==> src/rtl/tkip_pkg.sv <==
// Shared types and helpers for the TKIP Phase I key mixer.
package tkip_pkg;

   typedef enum logic [1:0] {IDLE, ADDR, WAIT, ACC} state_t;

   localparam int unsigned NUM_ROUNDS = 8;
   localparam int unsigned NUM_STEPS  = 5;

   function automatic logic [15:0] mk16(input logic [7:0] h, input logic [7:0] l);
      return {h, l};
   endfunction

   // Byte pair {TK[base+j+1], TK[base+j]}; steps 0 and 4 both start at TK0.
   function automatic logic [15:0] tk_pair(input logic [127:0] tk,
                                           input logic [2:0]   step,
                                           input logic [2:0]   round);
      logic [3:0] base;
      logic [3:0] base_hi;
      base    = (step == 3'd4) ? 4'd0 : {step[1:0], 2'b00};
      base    = base + {1'b0, round[0], 2'b00} / 4'd2;
      base_hi = base + 4'd1;
      return mk16(tk[{base_hi, 3'b000} +: 8], tk[{base, 3'b000} +: 8]);
   endfunction

endpackage

==> src/rtl/tkip_phase1_step_mux.sv <==
// Selects the previous TTAK word and TK byte pair feeding the current step's lookup.
module tkip_phase1_step_mux
   import tkip_pkg::*;
(
   input  logic [2:0]   i_step,
   input  logic [2:0]   i_round,
   input  logic [127:0] i_tk,
   input  logic [79:0]  i_ttak,
   output logic [15:0]  o_prev,
   output logic [15:0]  o_key
);

   always_comb begin
      o_prev = i_ttak[79:64];
      case (i_step)
         3'd1:    o_prev = i_ttak[15:0];
         3'd2:    o_prev = i_ttak[31:16];
         3'd3:    o_prev = i_ttak[47:32];
         3'd4:    o_prev = i_ttak[63:48];
         default: o_prev = i_ttak[79:64];
      endcase
   end

   assign o_key = tk_pair(i_tk, i_step, i_round);

endmodule

==> src/rtl/tkip_phase1_mixer.sv <==
// TKIP Phase I key mixing: 8 rounds x 5 steps of S-box lookups producing the 80-bit TTAK.
module tkip_phase1_mixer
   import tkip_pkg::*;
#(
   parameter int unsigned SBOX_LATENCY = 1
)
(
   input  logic         bbClk,
   input  logic         hardRstBbClk_n,
   input  logic         start,
   input  logic         abort,
   input  logic [127:0] temporalKey,
   input  logic [47:0]  transAddr,
   input  logic [31:0]  iv32,
   output logic [7:0]   sBoxAddressA,
   output logic [7:0]   sBoxAddressB,
   input  logic [15:0]  sBoxDataA,
   input  logic [15:0]  sBoxDataB,
   output logic         busy,
   output logic         ttakValid,
   output logic [79:0]  ttak
);

   localparam logic [1:0] LAST_HOLD  = 2'(SBOX_LATENCY - 1);
   localparam logic [2:0] LAST_STEP  = 3'(NUM_STEPS - 1);
   localparam logic [2:0] LAST_ROUND = 3'(NUM_ROUNDS - 1);

   state_t      r_state;
   state_t      w_state_nxt;
   logic [2:0]  r_round;
   logic [2:0]  r_step;
   logic [1:0]  r_hold;
   logic [79:0] r_acc;
   logic [79:0] r_ttak;
   logic        r_ttak_valid;

   logic [15:0] w_prev;
   logic [15:0] w_key;
   logic [15:0] w_v;
   logic [15:0] w_cur;
   logic [15:0] w_sum;
   logic        w_last_step;
   logic        w_last_round;
   logic        w_last_hold;
   logic        w_lookup;

   tkip_phase1_step_mux u_step_mux (
      .i_step  (r_step),
      .i_round (r_round),
      .i_tk    (temporalKey),
      .i_ttak  (r_acc),
      .o_prev  (w_prev),
      .o_key   (w_key)
   );

   assign w_v          = w_prev ^ w_key;
   assign w_lookup     = (r_state == ADDR) || (r_state == WAIT);
   assign w_last_step  = (r_step == LAST_STEP);
   assign w_last_round = (r_round == LAST_ROUND);
   assign w_last_hold  = (r_hold == LAST_HOLD);
   assign w_cur        = r_acc[{r_step, 4'b0000} +: 16];
   assign w_sum        = w_cur + (sBoxDataA ^ sBoxDataB) + (w_last_step ? {13'b0, r_round} : 16'h0000);

   always_comb begin
      w_state_nxt = r_state;
      case (r_state)
         IDLE:       if (start) w_state_nxt = ADDR;
         ADDR, WAIT: w_state_nxt = w_last_hold ? ACC : WAIT;
         ACC:        w_state_nxt = (w_last_step && w_last_round) ? IDLE : ADDR;
         default:    w_state_nxt = IDLE;
      endcase
      if (abort) w_state_nxt = IDLE;
   end

   always_ff @(posedge bbClk or negedge hardRstBbClk_n) begin
      if (!hardRstBbClk_n) r_state <= IDLE;
      else                 r_state <= w_state_nxt;
   end

   always_ff @(posedge bbClk or negedge hardRstBbClk_n) begin
      if (!hardRstBbClk_n) begin
         r_round      <= '0;
         r_step       <= '0;
         r_hold       <= '0;
         r_acc        <= '0;
         r_ttak       <= '0;
         r_ttak_valid <= 1'b0;
      end else begin
         r_ttak_valid <= 1'b0;
         if (abort) begin
            r_round <= '0;
            r_step  <= '0;
            r_hold  <= '0;
         end else begin
            case (r_state)
               IDLE: if (start) begin
                  r_acc   <= {transAddr[47:32], transAddr[31:16], transAddr[15:0], iv32[31:16], iv32[15:0]};
                  r_round <= '0;
                  r_step  <= '0;
                  r_hold  <= '0;
               end
               ADDR, WAIT: r_hold <= r_hold + 2'd1;
               ACC: begin
                  r_hold                          <= '0;
                  r_acc[{r_step, 4'b0000} +: 16] <= w_sum;
                  if (w_last_step) begin
                     r_step  <= '0;
                     r_round <= r_round + 3'd1;
                     // Final step: TTAK4 is still being written, so capture it from the adder.
                     if (w_last_round) begin
                        r_ttak       <= {w_sum, r_acc[63:0]};
                        r_ttak_valid <= 1'b1;
                     end
                  end else begin
                     r_step <= r_step + 3'd1;
                  end
               end
               default: ;
            endcase
         end
      end
   end

   assign sBoxAddressA = w_lookup ? w_v[7:0]  : 8'h00;
   assign sBoxAddressB = w_lookup ? w_v[15:8] : 8'h00;
   assign busy         = (r_state != IDLE);
   assign ttakValid    = r_ttak_valid;
   assign ttak         = r_ttak;

endmodule

==> config.mk <==
export PLATFORM = sky130hd
export DESIGN_NAME = tkip_phase1_mixer
export DESIGN_NICKNAME = d
export VERILOG_FILES = /design/src/rtl/tkip_pkg.sv /design/src/rtl/tkip_phase1_step_mux.sv /design/src/rtl/tkip_phase1_mixer.sv
export SDC_FILE = /design/constraint.sdc
export NUM_CORES = 1
export LEC_CHECK = 0
export BUFFER_PORTS_ARGS = -buffer_cell sky130_fd_sc_hd__buf_2
export CORE_MARGIN = 2
export CORE_UTILIZATION = 40
export CTS_BUF_LIST = sky130_fd_sc_hd__clkbuf_8
export DETAILED_ROUTE_END_ITERATION = 7
export GPL_TIMING_DRIVEN = 0
export PLACE_DENSITY = 0.65
export SYNTH_ARGS = -nofsm -noshare
export SYNTH_HDL_FRONTEND = slang
export SYNTH_SLANG_ARGS = --single-unit
==> constraint.sdc <==
create_clock -name bbClk -period 7.2 [get_ports bbClk]
set_input_delay 1.08 -clock bbClk [delete_from_list [all_inputs] [get_ports bbClk]]
set_output_delay 1.08 -clock bbClk [all_outputs]
set_load 0.02 [all_outputs]
Word-level counts from Yosys, hierarchy flattened. Index checks and enable logic that the tools add are counted.

Register bits: 171. Word-level logic and storage cells: 73. Output and inout bits: 98.

Add/sub/neg operators: 8. Reduce and logical (&&, ||, !) cells: 12. Shifts and indexed selects: 5. Multiplexer cells: 27. Bitwise logic cells: 3. Eq/ne operators: 11.

Operator list (number): 128-bit by 8-bit indexed part select with 8-bit output (2); 80-bit case mux with 2 select lines (1); 80-bit bitwise mux (1); 80-bit 2-to-1 mux (1); 16-bit by 9-bit variable shift with 80-bit output (first input constant) (1); 16-bit by 9-bit indexed part select with 80-bit output (1); 80-bit by 8-bit indexed part select with 16-bit output (1); 16-bit case mux with 4 select lines (1); 16-bit bitwise XOR (2); 3-bit 2-to-1 mux (6); 16-bit adder (1); 16-bit by 3-bit adder with 16-bit output (1); 8-bit 2-to-1 mux (2); 2-bit case mux with 3 select lines (2); 3-bit case mux with 2 select lines (2); 7-bit negation with 9-bit output (1); 2-bit 2-to-1 mux (4); 3-bit by 1-bit adder with 3-bit output (second input constant) (2); 3-bit by 2-bit == test with 1-bit output (second input constant) (2); 3-bit == test (second input constant) (2); 1-bit 2-to-1 mux (6); 3-bit != test (second input constant) (2); 3-bit AND reduction (2); 4-bit by 1-bit adder with 4-bit output (second input constant) (1); 16 further kinds (19).

Depth between registers and ports, before layout.
Depth after elaboration: 7. Mapped depth: 18. Mapped depth without buffers: 14.

By module. Synthesis repeated with hierarchy kept, for this count alone.

Cells, all modules: 1186. Area total of the unflattened synthesis: 10913.0 um^2.

By module, submodules not included: tkip_phase1_mixer (cells each 1011, times used 1, seq. area each 4279.1 um^2, area each 9051.2 um^2); tkip_phase1_step_mux (cells each 175, times used 1, seq. area each 0.0 um^2, area each 1861.8 um^2).

Worst setup path after synthesis. No wires, ideal clock.

Kind: register to register. Start: register r_step[1]. End: register r_acc[47]. Setup slack: 2.620 ns. Arrival: 4.513 ns. Clock period less this slack: 4.580 ns. Cell stages (with the launch flop): 18. Setup time: 0.067 ns. Cells stage by stage: dfrtp_1 -> buf_2 -> buf_1 -> inv_1 -> ha_1 -> ha_1 -> clkbuf_1 -> clkbuf_1 -> and2_1 -> fa_1 -> ha_1 -> fa_1 -> a211oi_2 -> nor4_1 -> or2_1 -> o41ai_4 -> mux2_2 -> nand2_1.

Word-level cells in the longest chain between the ends: 6. Elaborated cells on any way between the ends: 10.

RTL lines: start: declaration (RTL line tkip_phase1_mixer.sv:31) `logic [2:0] r_step;`; start signal: assignment (RTL line tkip_phase1_mixer.sv:115) `r_step <= r_step + 3'd1;`; 80-bit by 8-bit indexed part select with 16-bit output / 3-bit == test (equally long branches) (RTL line tkip_phase1_mixer.sv:61, tkip_phase1_mixer.sv:58); 16-bit adder / 3-bit 2-to-1 mux (equally long branches) (RTL line tkip_phase1_mixer.sv:62) `assign w_sum = w_cur + (sBoxDataA ^ sBoxDataB) + (w_last_step ? {13'b0, r_round} : 16'h0000);`; 16-bit by 3-bit adder with 16-bit output (RTL line tkip_phase1_mixer.sv:62); 16-bit by 9-bit indexed part select with 80-bit output (RTL line tkip_phase1_mixer.sv:105) `r_acc[{r_step, 4'b0000} +: 16] <= w_sum;`; 80-bit bitwise mux (*) (RTL line tkip_phase1_mixer.sv:105); 80-bit case mux with 2 select lines (*) (RTL line tkip_phase1_mixer.sv:95) `case (r_state)`; end signal: assignment (RTL line tkip_phase1_mixer.sv:97) `r_acc <= {transAddr[47:32], transAddr[31:16], transAddr[15:0], iv32[31:16], iv32[15:0]};`; end signal: indexed assignment (RTL line tkip_phase1_mixer.sv:105); end: declaration (RTL line tkip_phase1_mixer.sv:33) `logic [79:0] r_acc;`.

Every way passes the cells marked *; elsewhere a longest branch is shown, timed or not. A chain may end at the register's enable or synchronous reset.

Worst setup path in the final report.
Start: register r_step[1]. End: register r_acc[11].

The elaborated chain is that of the path after synthesis.

==> metrics.txt <==
result of the run finished clean; biggest area contributors in the synthesized netlist sky130_fd_sc_hd__dfrtp_1 39%, sky130_fd_sc_hd__nand2_1 9.9%, sky130_fd_sc_hd__mux4_2 6.8%, sky130_fd_sc_hd__ha_1 4.7%, sky130_fd_sc_hd__o21ai_0 4.3%; post-synthesis area per instance 9.05 um2; TritonCTS clock tree yes; first-pass GRT wire length 64800 um; layout overhead on the synthesized area 23.9%; setup slack, reg-to-reg 1.02 ns; R2R Path End r_acc[11]; cells resized by post-CTS repair 0; Syn Nets 1494; insertion delay of the later-clocked pin in the worst-skew pair 0.48 ns; # IOs 342; maximum capacitance violations 0; Post-synth top flop sky130_fd_sc_hd__dfrtp_1; largest driver fanout on the critical path 10; antenna viol nets, final 0; data required time of the worst path 7.58 ns; DP HPWL 36200 um; die extent in x 169 um; pin count of the biggest net entering global routing 120; filler-free cell count of the finished design 1919; startpoint of the most critical hold path ttak[37]; overall die area 0.0286 mm2; count of nets after finishing 1854; number of hold-slack violations in the final timing report 0; Port-buffer cells 340; deepest clock path buffer count 2; number of antenna violations at the first check in global routing 0; initial core utilization 40.6%; number of clock sinks seen by CTS 171; antenna cells 0; startpoint of the worst register-to-register path r_step[1]; type of the tightest min-delay check reg -> reg; Rows 60; kind of launch point of the worst setup path flop; CTS Hold Bufs 0; slew margin rel. 12.1%; DRC viols 0; minimum clock period after layout 6.18 ns; start point of the critical path r_step[1]; cell area after synthesis 0.0109 mm2; Placed Instances 1887; most frequent cells after synthesis 289 x sky130_fd_sc_hd__nand2_1, 171 x sky130_fd_sc_hd__dfrtp_1, 93 x sky130_fd_sc_hd__o21ai_0; global placement routability congestion 1.00; worst hold slack after final layout 0.480 ns; number of enable flip-flop cells after synthesis 0; Seq cells post-synth 171; internal power contribution 0.00244 W; Worst Reg2Reg Path Length in Cells 17; Worst Skew 0.0196 ns; Pins Over Slew Limit 0; number of distinct library cell variants in the gate-level netlist after synthesis 66; total number of vias 11200; CTS H-tree depth 4; Avg WL per Cell 23.4 um; final-report setup violation count 0; vias per inst 5.84; static leakage 6.76 nW; Crit. End Element flop; power density of the placed cells 372 mW/mm2; Die Ht 169 um; number of DRC markers after the initial detailed-route iteration 1296; Yosys Warn Count 0; Slew @ Worst Pin 1.30 ns; clock share of power 15.1%; number of global-route vias before repair 10300; share of synthesized flip-flops with an asynchronous set or reset 100%; most instantiated library cell after synthesis sky130_fd_sc_hd__nand2_1; Detailed Routing Iterations Pass 1 7; fill count 2596; Period Utilization, post-route 85.8%; worst-case hold path end point ttak[37]; number of buffers created by CTS 17; unrepaired setup endpoints after global routing false; clock root buffer sky130_fd_sc_hd__clkbuf_8; VDD IR max 0.000213 V; drt total wl 44800 um; total global-route track usage 30.6%; switching portion of total power 51.5%; clock slew at reported path FFs 0.10 ns; number of standard cells after synthesis 1205; cell type with the highest aggregate area in the netlist sky130_fd_sc_hd__dfrtp_1; reported net switching power 0.00259 W; register area share after synthesis 39.2%; combinational fraction of design power 54.0%; share of cells above drive strength 1 27.4%; setup bufs post-CTS 0; Post-Route Setup TNS 0 ns; Congestion Overflow GR 0; critical path data arrival time 6.55 ns; Synth top area share 39.2%; power consumption 0.00502 W; sequential cell fraction of total power 30.8%; Max Freq 162 MHz; Min-Delay Path Depth 2; standard cell core area 0.0269 mm2; type of the setup path with the least slack reg -> reg
## placed cells by master (no fill, tap or decap), types with 17 or more instances in the layout
| master | instances |
|---|---|
| sky130_fd_sc_hd__buf_2 | 346 |
| sky130_fd_sc_hd__nand2_1 | 289 |
| sky130_fd_sc_hd__dfrtp_1 | 171 |
| sky130_fd_sc_hd__o21ai_0 | 93 |
| sky130_fd_sc_hd__a21oi_1 | 71 |
| sky130_fd_sc_hd__clkbuf_1 | 67 |
| sky130_fd_sc_hd__nor2_1 | 51 |
| sky130_fd_sc_hd__mux2i_1 | 45 |
| sky130_fd_sc_hd__ha_1 | 41 |
| sky130_fd_sc_hd__xor2_1 | 37 |
| sky130_fd_sc_hd__mux4_2 | 33 |
| sky130_fd_sc_hd__nand3_1 | 30 |
| sky130_fd_sc_hd__a22oi_1 | 26 |
| sky130_fd_sc_hd__inv_1 | 20 |
| sky130_fd_sc_hd__and3_1 | 20 |
| sky130_fd_sc_hd__o22ai_1 | 19 |
| sky130_fd_sc_hd__and2_1 | 19 |
| sky130_fd_sc_hd__a222oi_1 | 17 |
| sky130_fd_sc_hd__clkbuf_8 | 17 |
## worst max-delay path, cell delays in order, from the launching register on
cell	delay, ns
sky130_fd_sc_hd__dfrtp_1	0.41
sky130_fd_sc_hd__buf_2	0.23
sky130_fd_sc_hd__buf_1	0.51
sky130_fd_sc_hd__inv_1	0.29
sky130_fd_sc_hd__ha_1	0.29
sky130_fd_sc_hd__ha_1	0.18
sky130_fd_sc_hd__clkbuf_1	0.22
sky130_fd_sc_hd__clkbuf_1	0.35
sky130_fd_sc_hd__and2_1	0.28
sky130_fd_sc_hd__fa_1	0.49
sky130_fd_sc_hd__ha_1	0.23
sky130_fd_sc_hd__fa_1	0.52
sky130_fd_sc_hd__a211oi_2	0.29
sky130_fd_sc_hd__nor4_1	0.12
sky130_fd_sc_hd__or2_1	0.31
sky130_fd_sc_hd__o21ai_0	0.59
sky130_fd_sc_hd__nand2_1	0.42
sky130_fd_sc_hd__o31ai_1	0.31
## per-stage QoR
step	worst slack [ns]	utilization, %	instance area [um2]
CTS	1.20	50.3	13500
detailed placement	1.23	48.7	13100
global placement	1.18	48.5	13000
global route	0.834	50.3	13500
finish	1.02	50.3	13500
floorplan	2.62	-	10900
## worst max-delay path by stage
stage / end / slack [ns] / depth (start not counted)
2_1_floorplan: r_acc[47] / 2.62 / 17
3_3_place_gp: r_acc[62] / 1.18 / 17
3_5_place_dp: r_acc[11] / 1.23 / 17
4_1_cts: r_acc[11] / 1.20 / 17
5_1_grt: r_acc[11] / 0.83 / 17
6_report: r_acc[11] / 1.02 / 17
## sequential cells by signal, summed over array words and instances (netlist names)
register and cells:
r_acc 80, ttak 80, r_round 3, r_step 3
r_hold 2, r_state 2, ttakValid 1
## routing by layer
metal | part of all wire, % | global-route usage [%]
met5 | 0 | 0
met4 | 3.1 | 9.81
met3 | 11 | 6.93
met2 | 43 | 44.5
met1 | 43 | 45.1
## final cells by class
cell class	instances	area, um2	share of cell area (%)
Timing Repair Buffer	341	1740	12.9
Inverter	19	71.3	0.527
Clock inverter	15	206	1.53
Buffer	84	339	2.51
Clock buffer	17	234	1.73
Multi-Input combinational cell	931	6220	46.0
Tap cell	341	427	3.16
Sequential cell	171	4280	31.6
## power groups by stage
stage | registers, W | clock network [W] | logic (W)
finish | 0.00155 | 0.000760 | 0.00271
global route | 0.00156 | 0.000805 | 0.00290
CTS | 0.00153 | 0.000767 | 0.00263
detailed placement | 0.00154 | 0 | 0.00262
global placement | 0.00154 | 0 | 0.00257
floorplan | 0.00137 | 0 | 0.00166
## cells by family after synthesis
family	share of synthesized area (%)
adders and majority gates	5.44
buffers and inverters	3.76
muxes	12.0
DFF	39.2
xor gates and xnor gates	3.77
AOI/OAI and AO/OA	17.5
and+or+nand+nor	18.2
(Power assumes the default switching activity.)
